===== src/rtl/flash_debug_stats_if.sv =====
// flash_debug_stats_if: command events, live bus snapshots, VIO control and probe outputs.
interface flash_debug_stats_if;
  logic        cmd_issue;
  logic        cmd_done;
  logic        ecc_err;
  logic [15:0] raw_data;
  logic [15:0] bus_state;
  logic [15:0] ctrl_state;
  logic [63:0] ctl_word;
  logic [15:0] dbg_0;
  logic [15:0] dbg_1;
  logic [15:0] dbg_2;
  logic [15:0] dbg_3;
  logic [15:0] dbg_4;
  logic [63:0] dbg_5_64;
  logic [63:0] dbg_6_64;
  logic [63:0] status_word;
  modport master (
    output cmd_issue, cmd_done, ecc_err, raw_data, bus_state, ctrl_state, ctl_word,
    input  dbg_0, dbg_1, dbg_2, dbg_3, dbg_4, dbg_5_64, dbg_6_64, status_word
  );
  modport slave (
    input  cmd_issue, cmd_done, ecc_err, raw_data, bus_state, ctrl_state, ctl_word,
    output dbg_0, dbg_1, dbg_2, dbg_3, dbg_4, dbg_5_64, dbg_6_64, status_word
  );
endinterface


===== src/rtl/flash_debug_stats.sv =====
// flash_debug_stats: flash command latency / error statistics for ILA/VIO probes.
// Define DEBUG_STATS_MAXLAT_EN to track the maximum recorded latency in status_word[63:32].
module flash_debug_stats #(
  parameter int unsigned TIMEOUT = 1000000
) (
  input logic                v_clk0,
  input logic                v_rst0,
  flash_debug_stats_if.slave bus
);
  localparam logic [0:0] IDLE = 1'b0, BUSY = 1'b1;
  logic [0:0]  state_q, state_d;
  logic [31:0] cur_lat_q, cur_lat_d, last_lat_q, last_lat_d, ecc_cnt_q, ecc_cnt_d, max_lat_d;
  logic [15:0] cmd_cnt_q, cmd_cnt_d, ovl_cnt_q, ovl_cnt_d, spur_cnt_q, spur_cnt_d, tmo_cnt_q, tmo_cnt_d;
  logic [63:0] lat_sum_q, lat_sum_d;
  logic        clr_prev_q, clr, freeze, busy, done_ok, tmo, ovl, spur, start, upd, unused_ctl;
  assign unused_ctl = ^bus.ctl_word[63:2];
  always_comb begin
    busy = state_q == BUSY;
    clr = bus.ctl_word[0] & ~clr_prev_q;
    freeze = bus.ctl_word[1];
    upd = ~freeze | clr;
    done_ok = busy & bus.cmd_done;
    tmo = busy & ~bus.cmd_done & (cur_lat_q == TIMEOUT);
    ovl = busy & bus.cmd_issue & ~bus.cmd_done;
    spur = ~busy & bus.cmd_done;
    start = bus.cmd_issue & (~busy | bus.cmd_done);
    state_d = start ? BUSY : (done_ok | tmo) ? IDLE : state_q;
    cur_lat_d = start ? 32'd1 : (busy & ~done_ok & ~tmo & ~&cur_lat_q) ? cur_lat_q + 32'd1 : cur_lat_q;
    cmd_cnt_d = clr ? '0 : cmd_cnt_q + 16'(done_ok);
    lat_sum_d = clr ? '0 : lat_sum_q + (done_ok ? 64'(cur_lat_q) : 64'd0);
    last_lat_d = clr ? '0 : done_ok ? cur_lat_q : last_lat_q;
    ovl_cnt_d = clr ? '0 : ovl_cnt_q + 16'(ovl & ~&ovl_cnt_q);
    spur_cnt_d = clr ? '0 : spur_cnt_q + 16'(spur & ~&spur_cnt_q);
    tmo_cnt_d = clr ? '0 : tmo_cnt_q + 16'(tmo & ~&tmo_cnt_q);
    ecc_cnt_d = clr ? '0 : ecc_cnt_q + 32'(bus.ecc_err & ~&ecc_cnt_q);
  end
`ifdef DEBUG_STATS_MAXLAT_EN
  logic [31:0] max_lat_q;
  assign max_lat_d = clr ? '0 : (done_ok && cur_lat_q > max_lat_q) ? cur_lat_q : max_lat_q;
  always_ff @(posedge v_clk0 or negedge v_rst0)
    if (!v_rst0) max_lat_q <= '0;
    else max_lat_q <= max_lat_d;
`else
  assign max_lat_d = '0;
`endif
  always_ff @(posedge v_clk0 or negedge v_rst0) begin
    if (!v_rst0) begin
      state_q <= IDLE;
      cur_lat_q <= '0;
      last_lat_q <= '0;
      ecc_cnt_q <= '0;
      cmd_cnt_q <= '0;
      ovl_cnt_q <= '0;
      spur_cnt_q <= '0;
      tmo_cnt_q <= '0;
      lat_sum_q <= '0;
      clr_prev_q <= 1'b0;
    end else begin
      state_q <= state_d;
      cur_lat_q <= cur_lat_d;
      last_lat_q <= last_lat_d;
      ecc_cnt_q <= ecc_cnt_d;
      cmd_cnt_q <= cmd_cnt_d;
      ovl_cnt_q <= ovl_cnt_d;
      spur_cnt_q <= spur_cnt_d;
      tmo_cnt_q <= tmo_cnt_d;
      lat_sum_q <= lat_sum_d;
      clr_prev_q <= bus.ctl_word[0];
    end
  end
  // Outputs load next-state values so they follow their cause by exactly one cycle.
  always_ff @(posedge v_clk0 or negedge v_rst0) begin
    if (!v_rst0) begin
      bus.dbg_0 <= '0;
      bus.dbg_1 <= '0;
      bus.dbg_2 <= '0;
      bus.dbg_3 <= '0;
      bus.dbg_4 <= '0;
      bus.dbg_5_64 <= '0;
      bus.dbg_6_64 <= '0;
      bus.status_word <= '0;
    end else begin
      bus.status_word[15:0] <= {14'b0, freeze, state_d == BUSY};
      if (upd) begin
        bus.dbg_0 <= bus.raw_data;
        bus.dbg_1 <= bus.bus_state;
        bus.dbg_2 <= bus.ctrl_state;
        bus.dbg_3 <= |last_lat_d[31:16] ? 16'hFFFF : last_lat_d[15:0];
        bus.dbg_4 <= cmd_cnt_d;
        bus.dbg_5_64 <= lat_sum_d;
        bus.dbg_6_64 <= {tmo_cnt_d, ovl_cnt_d, ecc_cnt_d};
        bus.status_word[63:16] <= {max_lat_d, spur_cnt_d};
      end
    end
  end
endmodule

===== src/flat_wrapper.sv =====
// flat-port wrapper written by rule: the top's interface ports become plain ports
module flash_debug_stats_flat 
#(
  parameter int unsigned TIMEOUT = 1000000
)
  (v_clk0, v_rst0, bus_cmd_issue, bus_cmd_done, bus_ecc_err, bus_raw_data, bus_bus_state, bus_ctrl_state, bus_ctl_word, bus_dbg_0, bus_dbg_1, bus_dbg_2, bus_dbg_3, bus_dbg_4, bus_dbg_5_64, bus_dbg_6_64, bus_status_word);
  flash_debug_stats_if bus_i ();
  input logic v_clk0;
  input logic v_rst0;
  input wire logic [$bits(bus_i.cmd_issue)-1:0] bus_cmd_issue;
  input wire logic [$bits(bus_i.cmd_done)-1:0] bus_cmd_done;
  input wire logic [$bits(bus_i.ecc_err)-1:0] bus_ecc_err;
  input wire logic [$bits(bus_i.raw_data)-1:0] bus_raw_data;
  input wire logic [$bits(bus_i.bus_state)-1:0] bus_bus_state;
  input wire logic [$bits(bus_i.ctrl_state)-1:0] bus_ctrl_state;
  input wire logic [$bits(bus_i.ctl_word)-1:0] bus_ctl_word;
  output wire logic [$bits(bus_i.dbg_0)-1:0] bus_dbg_0;
  output wire logic [$bits(bus_i.dbg_1)-1:0] bus_dbg_1;
  output wire logic [$bits(bus_i.dbg_2)-1:0] bus_dbg_2;
  output wire logic [$bits(bus_i.dbg_3)-1:0] bus_dbg_3;
  output wire logic [$bits(bus_i.dbg_4)-1:0] bus_dbg_4;
  output wire logic [$bits(bus_i.dbg_5_64)-1:0] bus_dbg_5_64;
  output wire logic [$bits(bus_i.dbg_6_64)-1:0] bus_dbg_6_64;
  output wire logic [$bits(bus_i.status_word)-1:0] bus_status_word;
  assign bus_i.cmd_issue = bus_cmd_issue;
  assign bus_i.cmd_done = bus_cmd_done;
  assign bus_i.ecc_err = bus_ecc_err;
  assign bus_i.raw_data = bus_raw_data;
  assign bus_i.bus_state = bus_bus_state;
  assign bus_i.ctrl_state = bus_ctrl_state;
  assign bus_i.ctl_word = bus_ctl_word;
  assign bus_dbg_0 = bus_i.dbg_0;
  assign bus_dbg_1 = bus_i.dbg_1;
  assign bus_dbg_2 = bus_i.dbg_2;
  assign bus_dbg_3 = bus_i.dbg_3;
  assign bus_dbg_4 = bus_i.dbg_4;
  assign bus_dbg_5_64 = bus_i.dbg_5_64;
  assign bus_dbg_6_64 = bus_i.dbg_6_64;
  assign bus_status_word = bus_i.status_word;
  flash_debug_stats #(.TIMEOUT(TIMEOUT)) u_core (.v_clk0(v_clk0), .v_rst0(v_rst0), .bus(bus_i));
endmodule

===== config.mk =====
export PLATFORM = sky130hd
export DESIGN_NAME = flash_debug_stats_flat
export DESIGN_NICKNAME = d
export VERILOG_FILES = /design/src/rtl/flash_debug_stats_if.sv /design/src/rtl/flash_debug_stats.sv /design/src/flat_wrapper.sv
export SDC_FILE = /design/constraint.sdc
export NUM_CORES = 1
export LEC_CHECK = 0
export CAP_MARGIN = 20
export CORE_MARGIN = 8
export CORE_UTILIZATION = 48
export DETAILED_ROUTE_END_ITERATION = 10
export PLACE_DENSITY_LB_ADDON = 0.12
export SYNTH_ARGS = -nofsm -noshare
export SYNTH_HDL_FRONTEND = slang
export SYNTH_SLANG_ARGS = --single-unit
export TNS_END_PERCENT = 1

===== constraint.sdc =====
create_clock -name v_clk0 -period 3.4 [get_ports v_clk0]
set_input_delay 0.34 -clock v_clk0 [delete_from_list [all_inputs] [get_ports v_clk0]]
set_output_delay 0.34 -clock v_clk0 [all_outputs]
set_load 0.1 [all_outputs]

==> results of run 1 <==
## flip-flops by register name, indices dropped and copies added, names as in the netlist, 18 cells and up
signal,cells
u_core.bus.status_word,18
u_core.bus.dbg_5_64,64
u_core.lat_sum_q,64
u_core.ecc_cnt_q,32
u_core.bus.dbg_6_64,64
u_core.last_lat_q,32
u_core.cur_lat_q,32
## power by group through the flow
| stage | Combinational (mW) | Clock (mW) | Sequential, mW |
|---|---|---|---|
| floorplan | 0.763 | 0 | 7.04 |
| global placement | 2.71 | 0 | 5.86 |
| detailed placement | 2.73 | 0 | 5.86 |
| CTS | 2.74 | 5.44 | 5.77 |
| global route | 2.86 | 5.65 | 5.80 |
| finish | 2.72 | 5.33 | 5.77 |
## cell type report
type / count / area (um2) / area share, %
Inverter: 51 / 193.9 / 0.7093
Timing Repair Buffer: 461 / 4282 / 15.66
Multi-Input combinational cell: 1575 / 9216 / 33.71
Clock inverter: 14 / 155.1 / 0.5674
Sequential cell: 451 / 11290 / 41.28
Tap cell: 592 / 740.7 / 2.709
Clock buffer: 70 / 1466 / 5.363
## path summary, 6_finish.rpt
kind / start / endpoint / slack [ps] / depth (start not counted)
max in group asynchronous: v_rst0 / u_core.lat_sum_q[10] / 2170 / 3
worst min-delay path: bus_ctl_word[1] / u_core.bus.status_word[1] / 250 / 2
worst max register to register: u_core.bus.status_word[0] / u_core.bus.dbg_5_64[58] / 160 / 13
worst min register to register: u_core.bus.dbg_1[14] / u_core.bus.dbg_1[14] / 460 / 2
worst max-delay path: bus_cmd_done / u_core.bus.dbg_5_64[19] / 160 / 14
min in group asynchronous: v_rst0 / u_core.bus.dbg_6_64[0] / 310 / 2
## cells in the mapped netlist, drive strengths merged (7+ instances only)
cell and n:
a211oi 13, a21o 10, a21oi 150, a22o 33, a31oi 32, and2 17
and3 57, and4 16, buf 76, clkbuf 95, dfrtp 451, ha 44
inv 51, mux2i 17, nand2 275, nand3 103, nand4 51, nor2 229
nor3 30, nor4 19, o211ai 7, o21a 13, o21ai 107, o2bb2ai 13
o31ai 46, or2 21, or3 41, or4 13, xnor2 47, xor2 69
## through the flow
stage / power [mW] / setup TNS [ps] / std cells
6_report: 13.82 / 0 / 3214
5_1_grt: 14.31 / -5.842 / 3214
4_1_cts: 13.95 / 0 / 3214
3_5_place_dp: 8.593 / -29540 / 3129
3_3_place_gp: 8.567 / -23460 / 3129
2_1_floorplan: 7.803 / -46.02 / 2249
## cell families after synthesis
logic type               after synthesis  synth area share (%)
buffers and inverters                223                 5.017
AND/OR/NAND/NOR                      898                 20.40
XOR/XNOR                             116                 4.776
multiplexers                          17                0.7998
flip-flops                           451                 53.05
adder cells (fa/ha/maj)               45                 2.682
other                                  1               0.01763
AO/OA/AOI/OAI                        453                 13.26
## routing by layer
metal  GRT usage [%]  vias to the layer above  part of all wire (%)
met5               0                        -                     0
met4           5.707                        0                   2.1
met3           5.923                       85                   6.4
met2           37.96                      400                    47
met1           32.00                     8682                    44
li1                -                     8379                     -
## what timing repair did
| action | in CTS | in global routing |
|---|---|---|
| endpoints found under the setup margin | 5 | 76 |
| buffers inserted | 0 | 0 |
| endpoints found under the hold margin | 60 | 0 |
| pin swaps | 0 | 2 |
| gates resized for setup | 2 | 18 |
| hold buffers | 1 | 0 |
==> reports/metrics.csv, run 1 <==
stage,metric,value,unit
pwr,leak pwr,12.66,nW
finish,"commonest non-fill, non-tap cell in the layout",dfrtp_1,
sta,hold violation total from the final report,0,
yosys,Post-synth EDFFs,0,
yosys,"Primary FF master, synth",dfrtp_1,
die,initial core utilization,48.32,%
worst_setup_path,worst stage delay on the critical path,560,ps
status,status,"complete, no violations",
pwr,Reg power frac,41.8,%
detailed_routing,initial DRC count,1218,
clocking,clock sinks,451,
worst_setup_path,Worst setup EP type,flip-flop,
sta,fin. max-slew vios,0,
sta,final setup skew,23.49,ps
sta,relative slew slack,26.51,%
yosys,synthesis-stage register bit count,451,
die,die area,0.05131,mm2
die,# IOs,389,
finish,layout cells sized above 1,12.59,%
worst_setup_path,Buf/Inv on CP,5,
place,RD Place Congestion,0.8901,
worst_setup_path,CP Launch Type,primary input,
pwr,Switching Share,32.50,%
pwr,power per cell area,505.3,mW/mm2
global_route,first-pass GRT wire length,97.62,mm
yosys,Synth area leaders,"dfrtp_1 53%, nand2_1 4.9%, nor2_1 4.0%, a21oi_1 3.5%, xor2_1 2.8%",
yosys,Synth cell types,77,
finish,Final Net Count,2751,
yosys,post-synth top area share,53.05,%
global_route,GRT overflow,0,
finish,post-layout util,62.10,%
detailed_routing,Via density,5.459,
pwr,Comb pwr share,19.7,%
detailed_routing,Final ANT Viol Nets,0,
worst_setup_path,Critical-path top delay cell,clkdlybuf4s50_1,
clocking,clock tree from TritonCTS,yes,
pwr,sw power,4.490,mW
finish,most frequent cells in the layout,"449 x dfrtp_1, 274 x clkdlybuf4s50_1, 273 x nand2_1, 228 x nor2_1, 175 x buf_4",
clocking,Skew-Pair Late Insertion Delay,590,ps
yosys,synthesis warning total,0,
detailed_routing,DRC viols,0,
detailed_routing,Routed Wire Length,61.44,mm
clocking,H-tree depth,2,
sta,worst-margin pin slew,1099,ps
sta,fin crit period,3244,ps
yosys,cells after synthesis,2204,
clocking,Num CTS Buffers,49,
die,Cell Rows,77,
worst_setup_path,worst path required time,3880,ps
pwr,clock share of power,38.5,%
pwr,P_int,9.325,mW
min_path,Worst Hold Class,primary input to flip-flop,
clocking,buffer depth of the longest clock path,3,
worst_setup_path,Crit Path Class,primary input to flip-flop,
worst_setup_path,Crit Path Max Fanout,8,
pwr,Max IR drop VDD,0.0004128,V
detailed_routing,DR vias,17550,
clocking,Worst-path clk slew,50,ps
finish,area delta synth->final,28.52,%
place,Post-Place Setup Slack,-492.1,ps
finish,ANT cells,0,
yosys,post-synthesis average cell area,9.653,um2
detailed_routing,Pre-Repair DR Iteration Count,5,
sta,final worst path period share,95.41,%
finish,FILL cells,3697,
sta,FMAX,308.3,MHz
clocking,CTS root buf,clkbuf_16,
run,Max Cap Viol,0,
global_route,initial antenna violation count,0,
yosys,post-synthesis sequential area ratio,53.05,%
die,Die X,226.5,um
worst_setup_path,CP Data Arrival Time,3720,ps
worst_setup_path,CP most frequent cell,buf_4,
die,Core ar.,0.04403,mm2
place,Detailed Place HPWL,43.35,mm
global_route,Overall Global Routing Usage,23.64,%
die,Die Ht,226.5,um
global_route,vias in the first global route,17740,
detailed_routing,post-DR wirelength/cell,19.12,um
finish,"Design Area, Final",0.02734,mm2
sta,slack of the critical path,156.1,ps
sta,Final setup viols,0,
worst_setup_path,crit-path cells,clkdlybuf4s50_1 -> buf_4 -> buf_4 -> and3_2 -> ha_1 -> nand4_1 -> or3_1 -> a211oi_1 -> buf_4 -> or4_1 -> nand2_1 -> xor2_1 -> buf_4 -> a211oi_1,
place,# port buffers,280,
yosys,Mapped Area,0.02127,mm2
yosys,asr flop ratio synth,100.0,%
worst_setup_path,"CP delay by family, top",buffers and inverters,
global_route,largest net degree at the start of global routing,163,
place,placed inst area,0.02562,mm2
yosys,dominant cell type by area after synthesis,dfrtp_1,
sta,hold_ws,251.9,ps
Power figures use the tool's default switching activity.
==> run 2, diff against run 1 <==
--- a/config.mk
+++ b/config.mk
@@ -6,7 +6,6 @@
 export NUM_CORES = 1
 export LEC_CHECK = 0
 export CAP_MARGIN = 20
-export CORE_MARGIN = 8
 export CORE_UTILIZATION = 48
 export DETAILED_ROUTE_END_ITERATION = 10
 export PLACE_DENSITY_LB_ADDON = 0.12
==> reports/metrics.csv, run 2 (synthesized netlist as in run 1, its figures left out) <==
stage,metric,value,unit,change
status,status,"complete, no violations",,
clocking,CTS root buf,clkbuf_16,,
detailed_routing,Pre-Repair DR Iteration Count,5,,unchanged
die,# IOs,389,,unchanged
pwr,Comb pwr share,19.4,%,-0.3 points
worst_setup_path,Crit Path Max Fanout,28,,+20
finish,layout cells sized above 1,12.16,%,-0.43 points
clocking,Skew-Pair Late Insertion Delay,600,ps,about the same
detailed_routing,post-DR wirelength/cell,18.58,um,-2.8%
detailed_routing,Routed Wire Length,59.63,mm,-3.0%
place,Detailed Place HPWL,40.91,mm,-5.6%
worst_setup_path,Crit Path Class,flip-flop to flip-flop,,
sta,worst-margin pin slew,1119,ps,+19.63 ps
global_route,initial antenna violation count,0,,unchanged
finish,FILL cells,3657,,-1.1%
min_path,Worst Hold Class,primary input to flip-flop,,
detailed_routing,DRC viols,0,,unchanged
sta,Final setup viols,0,,unchanged
worst_setup_path,CP Launch Type,flip-flop,,
place,# port buffers,280,,unchanged
worst_setup_path,CP Data Arrival Time,3730,ps,about the same
pwr,leak pwr,12.68,nW,+0.17%
place,RD Place Congestion,0.8900,,about the same
die,Core ar.,0.04336,mm2,-1.5%
finish,most frequent cells in the layout,"451 x dfrtp_1, 274 x nand2_1, 274 x clkdlybuf4s50_1, 228 x nor2_1, 172 x buf_4",,
die,die area,0.04517,mm2,-12%
sta,hold violation total from the final report,0,,unchanged
pwr,Max IR drop VDD,0.0004534,V,+9.8%
finish,biggest regs,"u_core.bus.dbg_5_64 x64, u_core.bus.dbg_6_64 x64, u_core.lat_sum_q x64",,
global_route,first-pass GRT wire length,94.57,mm,-3.1%
place,placed insts,3118,,-0.35%
detailed_routing,Final ANT Viol Nets,0,,unchanged
clocking,clock tree from TritonCTS,yes,,
clocking,H-tree depth,2,,unchanged
sta,final setup skew,16.04,ps,-7.455 ps
finish,area delta synth->final,28.37,%,
sta,final worst path period share,94.95,%,-0.45 points
global_route,Overall Global Routing Usage,26.66,%,+3.0 points
sta,fin crit period,3228,ps,-15.41 ps
sta,FMAX,309.7,MHz,+0.48%
pwr,sw power,4.532,mW,+0.92%
die,initial core utilization,49.06,%,+0.74 points
die,Die Ht,212.5,um,-6.2%
finish,"commonest non-fill, non-tap cell in the layout",dfrtp_1,,
sta,relative slew slack,25.19,%,-1.3 points
detailed_routing,DR vias,17460,,-0.48%
clocking,Num CTS Buffers,50,,+2.0%
global_route,vias in the first global route,17330,,-2.3%
finish,Final Net Count,2748,,-0.11%
die,Cell Rows,76,,-1.3%
pwr,Reg power frac,41.2,%,-0.6 points
worst_setup_path,Worst setup EP type,flip-flop,,
detailed_routing,initial DRC count,1197,,-1.7%
detailed_routing,Via density,5.442,,-0.32%
pwr,P_int,9.476,mW,+1.6%
clocking,clock sinks,451,,unchanged
pwr,power per cell area,513.0,mW/mm2,+1.5%
global_route,largest net degree at the start of global routing,163,,unchanged
die,Die X,212.5,um,-6.2%
finish,fin cells,3209,,-0.16%
sta,slack of the critical path,171.6,ps,+15.41 ps
place,Post-Place Setup Slack,-407.0,ps,+85.06 ps
global_route,GRT overflow,0,,unchanged
sta,fin. max-slew vios,0,,unchanged
worst_setup_path,worst path required time,3900,ps,+20 ps
run,Max Cap Viol,0,,unchanged
pwr,clock share of power,39.4,%,+0.9 points
pwr,Switching Share,32.35,%,-0.15 points
finish,ANT cells,0,,unchanged
pwr,Pwr Total,14.01,mW,+1.4%
clocking,Worst-path clk slew,60,ps,about the same
clocking,buffer depth of the longest clock path,3,,unchanged
## run 2: per-stage QoR
| step | instance area [um2] | hold WS (ps) | setup TNS [ps] | utilization (%) |
|---|---|---|---|---|
| floorplan | 21450 | 44.41 | -46.02 | - |
| global placement | 25570 | 357.7 | -15460 | 58.96 |
| global route | 27310 | 263.4 | -8.614 | 62.98 |
| CTS | 27270 | 243.7 | 0 | 62.90 |
| detailed placement | 25570 | 361.5 | -19070 | 58.96 |
| finish | 27310 | 244.1 | 0 | 62.98 |
## run 2: area by class of cell
| type | instances | area [um2] | share of cell area, % |
|---|---|---|---|
| flip-flops and latches | 451 | 11290 | 41.33 |
| clock buffers | 78 | 1556 | 5.700 |
| well taps | 585 | 732.0 | 2.680 |
| inverters | 51 | 193.9 | 0.7102 |
| clock inverters | 12 | 140.1 | 0.5131 |
| multi-input cells | 1575 | 9161 | 33.55 |
| repair buffers | 457 | 4239 | 15.52 |
## run 2: worst paths after layout
path	cells past startpoint	slack [ps]	end	from
setup / recovery	13	170	u_core.bus.dbg_5_64[56]	u_core.bus.status_word[0]
hold / removal	2	240	u_core.bus.status_word[1]	bus_ctl_word[1]
setup reg to reg	13	170	u_core.bus.dbg_5_64[56]	u_core.bus.status_word[0]
hold reg to reg	2	460	u_core.bus.dbg_1[7]	u_core.bus.dbg_1[7]
max in group asynchronous	3	2080	u_core.last_lat_q[18]	v_rst0
min in group asynchronous	2	300	u_core.bus.dbg_5_64[50]	v_rst0
## run 2: power groups by stage
stage                     combinational (mW)  clock, mW  sequential (mW)
final                                   2.72       5.52             5.76
after CTS                               2.73       5.64             5.77
after global routing                    2.86       5.84             5.79
after detailed placement                2.72          0             5.86
after floorplan                        0.763          0             7.04
after global placement                  2.70          0             5.85
## run 2: critical path, stage by stage, from the launching register on
cell	delay [ps]
dfrtp_1	390
nand2_1	160
inv_1	140
nand2_1	120
inv_1	50
ha_1	400
nand2_1	150
nor4_1	320
a22oi_1	150
nor3_2	240
a21oi_2	110
buf_12	170
or4_1	540
a31oi_1	190
## run 2: layer usage
layer	GRT usage, %	part of all wire [%]	vias to the layer above
li1	-	-	8393
met1	37.99	46	8613
met2	41.20	46	382
met3	6.145	5.9	74
met4	6.326	2.0	0
met5	0	0	-
## run 2: repair_timing
action                                 4_1_cts  5_1_grt
gates resized for setup                      0        7
setup endpoints to repair                    0       16
buffers inserted                             0        0
hold buffers                                 1        0
endpoints found under the hold margin       67        0
